## src/rtl/bin2bcd_pkg.sv

```systemverilog
// Shared constants for the sequential binary-to-BCD converter: state codes,
// default widths, the saturation limit and the bit-counter width.
package bin2bcd_pkg;

    localparam int unsigned IN_W_DEF   = 14;
    localparam int unsigned DIGITS_DEF = 4;

    localparam logic [1:0] S_IDLE  = 2'd0;
    localparam logic [1:0] S_SHIFT = 2'd1;
    localparam logic [1:0] S_DONE  = 2'd2;

    // Largest decimal value representable in the given number of digits.
    function automatic int unsigned max_dec(input int unsigned digits);
        int unsigned v;
        v = 1;
        for (int unsigned i = 0; i < digits; i++) begin
            v = v * 10;
        end
        return v - 1;
    endfunction

    function automatic int unsigned cnt_w(input int unsigned in_w);
        return 32'($clog2(in_w + 1));
    endfunction

    localparam int unsigned MAX_DEC = max_dec(DIGITS_DEF);
    localparam int unsigned CNT_W   = cnt_w(IN_W_DEF);

endpackage

```

## src/rtl/bcd_add3.sv

```systemverilog
// One double-dabble correction cell: nibbles of 5 or more get +3 before the shift.
module bcd_add3 (
    input  logic [3:0] i_nib,
    output logic [3:0] o_nib_c
);

    assign o_nib_c = (i_nib >= 4'd5) ? (i_nib + 4'd3) : i_nib;

endmodule

```

## src/rtl/bin_to_bcd_seq.sv

```systemverilog
// Sequential shift-and-add-3 binary-to-BCD converter with saturation to all 9s.
// Optional macro BIN2BCD_AUTO_CONVERT_EN: restart automatically when bin_in changes.
module bin_to_bcd_seq
    import bin2bcd_pkg::*;
#(
    parameter int unsigned IN_W   = IN_W_DEF,
    parameter int unsigned DIGITS = DIGITS_DEF
) (
    input  logic            clk,
    input  logic            resetn,
    input  logic            start,
    input  logic [IN_W-1:0] bin_in,
    output logic            busy,
    output logic            done,
    output logic            overflow,
    output logic [3:0]      d3,
    output logic [3:0]      d2,
    output logic [3:0]      d1,
    output logic [3:0]      d0
);

    localparam int unsigned     BCD_W  = 4 * DIGITS;
    localparam int unsigned     CW     = cnt_w(IN_W);
    localparam logic [IN_W-1:0] MAX_IN = IN_W'(max_dec(DIGITS));

    logic [1:0]       r_state,    w_state_nx;
    logic [IN_W-1:0]  r_bin,      w_bin_nx;
    logic [BCD_W-1:0] r_bcd,      w_bcd_nx;
    logic [CW-1:0]    r_cnt,      w_cnt_nx;
    logic             r_ovf_pend, w_ovf_pend_nx;
    logic             r_busy,     w_busy_nx;
    logic             r_done,     w_done_nx;
    logic             r_ovf,      w_ovf_nx;
    logic [BCD_W-1:0] r_dig,      w_dig_nx;
    logic [BCD_W-1:0] w_adj;
    logic             w_go;

`ifdef BIN2BCD_AUTO_CONVERT_EN
    logic [IN_W-1:0]  r_last_bin, w_last_bin_nx;
    assign w_go = start || (bin_in != r_last_bin);
`else
    assign w_go = start;
`endif

    genvar g;
    generate
        for (g = 0; g < DIGITS; g++) begin : g_add3
            bcd_add3 u_add3 (
                .i_nib   (r_bcd[4*g +: 4]),
                .o_nib_c (w_adj[4*g +: 4])
            );
        end
    endgenerate

    // Next-state, datapath and registered-output logic.
    always_comb begin
        w_state_nx    = r_state;
        w_bin_nx      = r_bin;
        w_bcd_nx      = r_bcd;
        w_cnt_nx      = r_cnt;
        w_ovf_pend_nx = r_ovf_pend;
        w_busy_nx     = r_busy;
        w_done_nx     = 1'b0;
        w_ovf_nx      = r_ovf;
        w_dig_nx      = r_dig;
`ifdef BIN2BCD_AUTO_CONVERT_EN
        w_last_bin_nx = r_last_bin;
`endif
        case (r_state)
            S_IDLE: begin
                if (w_go) begin
                    w_state_nx    = S_SHIFT;
                    w_bin_nx      = bin_in;
                    w_bcd_nx      = '0;
                    w_cnt_nx      = CW'(IN_W);
                    w_ovf_pend_nx = (bin_in > MAX_IN);
                    w_busy_nx     = 1'b1;
`ifdef BIN2BCD_AUTO_CONVERT_EN
                    w_last_bin_nx = bin_in;
`endif
                end
            end
            S_SHIFT: begin
                {w_bcd_nx, w_bin_nx} = {w_adj[BCD_W-2:0], r_bin, 1'b0};
                // A carry out of the top digit can only occur for out-of-range values.
                w_ovf_pend_nx = r_ovf_pend | w_adj[BCD_W-1];
                w_cnt_nx      = r_cnt - CW'(1);
                if (r_cnt == CW'(1)) begin
                    w_state_nx = S_DONE;
                    w_done_nx  = 1'b1;
                    w_ovf_nx   = w_ovf_pend_nx;
                    w_dig_nx   = w_ovf_pend_nx ? {DIGITS{4'h9}} : w_bcd_nx;
                end
            end
            S_DONE: begin
                w_state_nx = S_IDLE;
                w_busy_nx  = 1'b0;
            end
            default: begin
                w_state_nx = S_IDLE;
                w_busy_nx  = 1'b0;
            end
        endcase
    end

    always_ff @(posedge clk or negedge resetn) begin
        if (!resetn) begin
            r_state    <= S_IDLE;
            r_bin      <= '0;
            r_bcd      <= '0;
            r_cnt      <= '0;
            r_ovf_pend <= 1'b0;
            r_busy     <= 1'b0;
            r_done     <= 1'b0;
            r_ovf      <= 1'b0;
            r_dig      <= '0;
`ifdef BIN2BCD_AUTO_CONVERT_EN
            r_last_bin <= '0;
`endif
        end else begin
            r_state    <= w_state_nx;
            r_bin      <= w_bin_nx;
            r_bcd      <= w_bcd_nx;
            r_cnt      <= w_cnt_nx;
            r_ovf_pend <= w_ovf_pend_nx;
            r_busy     <= w_busy_nx;
            r_done     <= w_done_nx;
            r_ovf      <= w_ovf_nx;
            r_dig      <= w_dig_nx;
`ifdef BIN2BCD_AUTO_CONVERT_EN
            r_last_bin <= w_last_bin_nx;
`endif
        end
    end

    assign busy     = r_busy;
    assign done     = r_done;
    assign overflow = r_ovf;
    assign d3       = r_dig[15:12];
    assign d2       = r_dig[11:8];
    assign d1       = r_dig[7:4];
    assign d0       = r_dig[3:0];

endmodule

```

## config.mk

```make
export PLATFORM = sky130hd
export DESIGN_NAME = bin_to_bcd_seq
export DESIGN_NICKNAME = d
export VERILOG_FILES = /design/src/rtl/bin2bcd_pkg.sv /design/src/rtl/bcd_add3.sv /design/src/rtl/bin_to_bcd_seq.sv
export SDC_FILE = /design/constraint.sdc
export NUM_CORES = 1
export LEC_CHECK = 0
export ABC_CLOCK_PERIOD_IN_PS = 2200
export BUFFER_PORTS_ARGS = -buffer_cell sky130_fd_sc_hd__buf_2
export CAP_MARGIN = 20
export CORE_ASPECT_RATIO = 1.25
export CORE_MARGIN = 2
export CORE_UTILIZATION = 55
export DETAILED_ROUTE_END_ITERATION = 6
export PLACE_DENSITY = 0.76
export SYNTH_ARGS = -nofsm -noshare
export SYNTH_HDL_FRONTEND = slang
export SYNTH_HIERARCHICAL = 1
export SYNTH_SLANG_ARGS = --single-unit
```

## constraint.sdc

```tcl
create_clock -name clk -period 2.2 [get_ports clk]
set_clock_uncertainty 0.1 [all_clocks]
set_input_delay 0.66 -clock clk [delete_from_list [all_inputs] [get_ports clk]]
set_output_delay 0.66 -clock clk [all_outputs]
set_load 0.02 [all_outputs]
```

==> results of run 1 <==
[critical path, delay by kind of cell, from the launching register on]
kind                     cells  cell delay, ns
AO/OA/AOI/OAI                2            0.16
adder cells (fa/ha/maj)      1            0.20
flip-flops                   1            0.43
AND/OR/NAND/NOR              4            0.94
[cell type report]
type	instances	area (um^2)	area share [%]
flip-flops and latches	56	1400	43.2
multi-input cells	203	1350	41.5
repair buffers	47	278	8.56
clock buffers	8	90.1	2.78
well taps	62	77.6	2.39
inverters	14	52.6	1.62
[cell usage after synthesis]
| cell type | instances |
|---|---|
| a21o_1 | 8 |
| a21oi_1 | 27 |
| a21oi_2 | 4 |
| a22o_1 | 16 |
| a22oi_1 | 13 |
| a311o_1 | 1 |
| a31oi_1 | 10 |
| and2_1 | 1 |
| and2b_1 | 4 |
| and4_1 | 8 |
| buf_2 | 10 |
| buf_4 | 2 |
| buf_6 | 1 |
| clkbuf_1 | 5 |
| dfrtp_1 | 56 |
| ha_1 | 10 |
| inv_1 | 14 |
| mux2i_1 | 5 |
| nand2_1 | 21 |
| nand2_4 | 1 |
| nand2b_1 | 10 |
| nand3_1 | 1 |
| nand3b_1 | 1 |
| nor2_1 | 8 |
| nor2b_1 | 14 |
| nor3_1 | 9 |
| nor3b_4 | 1 |
| nor4_1 | 1 |
| o21ai_0 | 19 |
| o21ai_1 | 5 |
| o21bai_1 | 1 |
| xnor2_1 | 4 |
[stage by stage]
step	hold WS [ns]	instances	power, mW	instance area [um^2]	worst slack [ns]
2_1_floorplan	0.264	291	3.61	2890	0.449
3_3_place_gp	0.355	382	4.18	3150	0.363
3_5_place_dp	0.361	382	4.26	3150	0.360
4_1_cts	0.248	390	4.84	3240	0.295
5_1_grt	0.252	390	5.24	3240	0.183
6_report	0.233	390	4.81	3240	0.305
[routing by layer]
| layer | vias up | track usage, % |
|---|---|---|
| li1 | 1109 | - |
| met1 | 1142 | 27.3 |
| met2 | 52 | 37.9 |
| met3 | 10 | 3.71 |
| met4 | 0 | 6.42 |
| met5 | - | 0 |
[final timing paths]
path                                             from                    end  slack, ns
worst max register to register  r_bcd[12]$_DFFE_PN0P_  r_dig[10]$_DFFE_PN0P_       0.30
worst min register to register   r_dig[5]$_DFFE_PN0P_   r_dig[5]$_DFFE_PN0P_       0.38
worst min-delay path                           resetn   r_dig[7]$_DFFE_PN0P_       0.23
max in group asynchronous                      resetn   r_bcd[9]$_DFFE_PN0P_       1.51
min in group clk                 r_dig[5]$_DFFE_PN0P_   r_dig[5]$_DFFE_PN0P_       0.38
worst max-delay path            r_bcd[12]$_DFFE_PN0P_  r_dig[10]$_DFFE_PN0P_       0.30
[power groups by stage]
| stage | clock, mW | sequential (mW) | combinational [mW] |
|---|---|---|---|
| finish | 0.570 | 1.85 | 2.39 |
| global route | 0.635 | 1.91 | 2.69 |
| CTS | 0.585 | 1.84 | 2.42 |
| detailed placement | 0 | 1.86 | 2.40 |
| global placement | 0 | 1.85 | 2.33 |
| floorplan | 0 | 1.92 | 1.69 |
[sequential cells by signal, summed over array words and instances, names as in the netlist]
register,count
r_dig,16
r_state,2
r_cnt,4
busy,1
r_bin,14
r_bcd,16
overflow,1
done,1
r_ovf_pend,1
[logic make-up after synthesis]
group                      after synthesis
AOI/OAI and AO/OA                      104
and+or+nand+nor                         80
DFF                                     56
buffers and inverters                   32
adders and majority gates               10
muxes                                    5
xor gates and xnor gates                 4
==> results.json, run 1 <==
{
  "synth-seq-cells": 56,
  "p_comb_share_pct": 49.7,
  "drt_first_iter_violations": 152,
  "power.density_mw_per_mm2": 1480,
  "intPower_mw": 2.77,
  "dieArea_mm2": 0.00585,
  "synth_top_area_cell": "dfrtp_1",
  "clock_latency_ns": 0.30,
  "antenna_found_initial": 0,
  "synthAdderAreaFrac_pct": 4.33,
  "synth_area_leaders": "dfrtp_1, a22o_1, a21oi_1",
  "maxSlewViolCount": 0,
  "core_mm2": 0.00508,
  "detail_route.vias_per_cell": 5.93,
  "highest_layer": "met4",
  "overflow": 0,
  "place.gp.congestion": 0.785,
  "drc": 0,
  "synth_xor_xnor_area_share_pct": 1.21,
  "synth_simple_gate_area_share_pct": 15.9,
  "finalSetupViolCount": 0,
  "cts_resized": 0,
  "synth_top_family_by_area": "compound AO/OA/AOI/OAI gates",
  "synth_top_area_share_pct": 48.5,
  "ant_nets": 0,
  "dieWidth_um": 68.8,
  "nFillCells": 452,
  "wl_mm": 5.92,
  "arrival_ns": 2.04,
  "min_path_type": "input pin to async pin",
  "leakage_nw": 1.62,
  "via_count": 2313,
  "grt_max_degree": 57,
  "rows": 29,
  "initial_core_util_pct": 56.8,
  "cpMaxStageDelayCell": "dfrtp_1",
  "final_common_cell": "dfrtp_1",
  "cts_tree": "yes",
  "firstDrtPassIters": 4,
  "avgSynthCellArea_um2": 9.92,
  "grt_pass1_vias": 2201,
  "final_hold_viol_count": 0,
  "root_buffer": "clkbuf_8",
  "period_share_pct": 86.2,
  "synth_compound_area_share_pct": 23.1,
  "crit_fanout": 9,
  "crit_path_end_kind": "register",
  "cp_slowest_stage_delay_ns": 0.43,
  "cts_sinks": 56,
  "drv_cap": 0,
  "syn-num-nets": 318,
  "synth_warnings": 6,
  "clkPwrFrac_pct": 11.8,
  "dpl.hpwl_mm": 4.02,
  "die_h_um": 85.0,
  "synthCells": 291,
  "clk_pin_slew_ns": 0.09,
  "post_cts_buffers": 0,
  "p_seq_share_pct": 38.4,
  "crit_chain": "ha_1, nand2b_1, nand2b_1, o21ai_1, nor2_1, and4_1, a21o_1",
  "rsz0062_at_grt": "false",
  "synth_cell_types": 32,
  "antenna_cells": 0,
  "met3_length_um": 197,
  "grt_use_total_pct": 21.9,
  "peakVddDrop_uv": 685,
  "pin_count": 36,
  "ys_seq_area_share_pct": 48.5,
  "crit_path_start_kind": "register",
  "critPathRequiredTime_ns": 2.35,
  "wl_per_cell_um": 15.2,
  "syn_area_mm2": 0.00289,
  "cts_made_buffers": 5,
  "grt_pass1_wl_mm": 9.91,
  "netSwitchingFraction_pct": 42.5,
  "switchingPower_mw": 2.04,
  "finalNetCount": 354,
  "cpMostUsedCell": "nand2b_1",
  "status": "finished, final reports clean",
  "drive_gt1_share_pct": 18.3,
  "reg2reg_depth": 7,
  "fmaxAchievable_mhz": 528,
  "htree_num_levels": 2,
  "slew_headroom_pct": 65.8,
  "cts_buffer_depth": 2,
  "syn_to_final_growth_pct": 12.4,
  "numPortBuffers": 35,
  "hold_buffers": 0,
  "wl_met2_mm": 3.09,
  "worst_slew_pin_slew_ns": 0.511,
  "utilization_pct": 63.9,
  "post-route-min-period_ns": 1.90,
  "critPathKind": "register to register",
  "m1WireLength_mm": 2.53,
  "setup_tns_ns": 0,
  "final_cell_mix": "dfrtp_1, buf_2, a21oi_1",
  "synth.area.mux_share_pct": 1.73
}
No activity file was read; power rests on OpenSTA's default activity.
==> inputs of run 2 (changes only) <==
GPL_TIMING_DRIVEN = 0   (was default)
==> results.json, run 2 (same netlist as run 1, synthesis figures left out) <==
{
  "status": "finished, final reports clean",
  "clk_pin_slew_ns": 0.10,
  "crit_fanout": 10,
  "setup_tns_ns": 0,
  "wl_mm": 6.47,
  "cp-startpoint": "r_bcd[12]$_DFFE_PN0P_",
  "crit_path_start_kind": "register",
  "cts_made_buffers": 5,
  "dieArea_mm2": 0.00585,
  "clock_latency_ns": 0.30,
  "firstDrtPassIters": 5,
  "arrival_ns": 2.07,
  "detail_route.vias_per_cell": 5.85,
  "drive_gt1_share_pct": 18.5,
  "m1WireLength_mm": 2.77,
  "leakage_nw": 1.61,
  "place.gp.congestion": 0.759,
  "root_buffer": "clkbuf_8",
  "final_cell_mix": "dfrtp_1, buf_2, a21oi_1",
  "maxSlewViolCount": 0,
  "numPortBuffers": 35,
  "htree_num_levels": 2,
  "grt_pass1_vias": 2341,
  "post-route-cell-area_mm2": 0.00325,
  "wl_met2_mm": 3.41,
  "cts_sinks": 56,
  "placed_cell_area_mm2": 0.00316,
  "fmaxAchievable_mhz": 509,
  "syn_to_final_growth_pct": 12.7,
  "r2r-start": "r_bcd[12]$_DFFE_PN0P_",
  "antenna_found_initial": 0,
  "wl_per_cell_um": 16.3,
  "antenna_cells": 0,
  "overflow": 0,
  "drc": 0,
  "drt_first_iter_violations": 128,
  "dpl.hpwl_mm": 4.57,
  "highest_layer": "met4",
  "final_hold_viol_count": 0,
  "grt_max_degree": 41,
  "cts_tree": "yes",
  "rsz0062_at_grt": "false",
  "rows": 29,
  "cts_buffer_depth": 2,
  "grt_use_total_pct": 24.4,
  "finalNetCount": 361,
  "worst_slew_pin_slew_ns": 0.553,
  "ant_nets": 0,
  "pin_count": 36,
  "min_path_type": "input pin to async pin",
  "initial_core_util_pct": 56.8,
  "core_mm2": 0.00508,
  "slew_headroom_pct": 63.2,
  "via_count": 2321,
  "critPathRequiredTime_ns": 2.30,
  "hold_buffers": 0,
  "dieWidth_um": 68.8,
  "nFillCells": 463,
  "peakVddDrop_uv": 779,
  "met3_length_um": 229,
  "finalSetupViolCount": 0,
  "die_h_um": 85.0,
  "crit_path_end_kind": "register",
  "period_share_pct": 89.2,
  "final_common_cell": "dfrtp_1",
  "drv_cap": 0,
  "grt_pass1_wl_mm": 11.0,
  "post-route-min-period_ns": 1.96,
  "largestRegisters": "r_bcd: 16 flops, r_dig: 16 flops, r_bin: 14 flops",
  "power.density_mw_per_mm2": 1500,
  "critPathKind": "register to register"
}
-- run 2: cell count changes in the layout (fill, tap and decap cells not counted), sizes merged --
| cell | before | now |
|---|---|---|
| clkbuf | 8 | 13 |
| buf | 47 | 49 |
-- run 2: what timing repair did --
item | 4_1_cts | 5_1_grt
buffers inserted | 0 | 0
endpoints found under the setup margin | 0 | 8
gates resized for setup | 0 | 1
endpoints found under the hold margin | 0 | 0
-- run 2: final cells by class --
cell class / instances / area, um^2 / area share (%)
plain buffers: 18 / 95.1 / 2.92
repair buffers: 36 / 195 / 6.00
inverters: 14 / 52.6 / 1.62
multi-input cells: 203 / 1340 / 41.2
flip-flops and latches: 56 / 1400 / 43.1
well taps: 62 / 77.6 / 2.39
clock buffers: 8 / 90.1 / 2.77
-- run 2: worst max-delay path: stages (launching register included) --
cell	delay, ns
dfrtp_1	0.44
inv_1	0.06
ha_1	0.22
nand2b_1	0.12
nand2b_1	0.07
o21ai_1	0.10
buf_2	0.24
nor2_2	0.13
and4_1	0.23
a21o_1	0.14
-- run 2: final timing paths --
check	endpoint	slack (ns)	cells after the start
worst max-delay path	r_dig[2]$_DFFE_PN0P_	0.24	9
worst min-delay path	r_dig[8]$_DFFE_PN0P_	0.17	1
worst max register to register	r_dig[2]$_DFFE_PN0P_	0.24	9
worst min register to register	r_dig[9]$_DFFE_PN0P_	0.38	1
max in group asynchronous	r_cnt[2]$_DFFE_PN0P_	1.27	2
min in group clk	r_dig[9]$_DFFE_PN0P_	0.38	1
-- run 2: metrics by stage --
step,hold slack (ns),std cells,power [mW],utilization [%],worst slack [ns]
after floorplan,0.264,291,3.61,-,0.449
after CTS,0.175,397,4.90,64.0,0.109
after global routing,0.190,397,5.30,64.0,0.0938
after detailed placement,0.361,389,4.31,62.2,0.136
final,0.174,397,4.88,64.0,0.237
after global placement,0.354,388,4.20,61.8,0.145
-- run 2: metal layers --
| layer | up-vias | GRT usage, % |
|---|---|---|
| met5 | - | 0 |
| li1 | 1122 | - |
| met4 | 0 | 7.49 |
| met1 | 1149 | 29.4 |
| met2 | 44 | 42.8 |
| met3 | 6 | 4.77 |
-- run 2: where the power goes --
part	switching (mW)	internal (mW)	leakage, nW
clock	0.318	0.258	0.0455
sequential	0.358	1.46	0.697
combinational	1.45	1.03	0.870
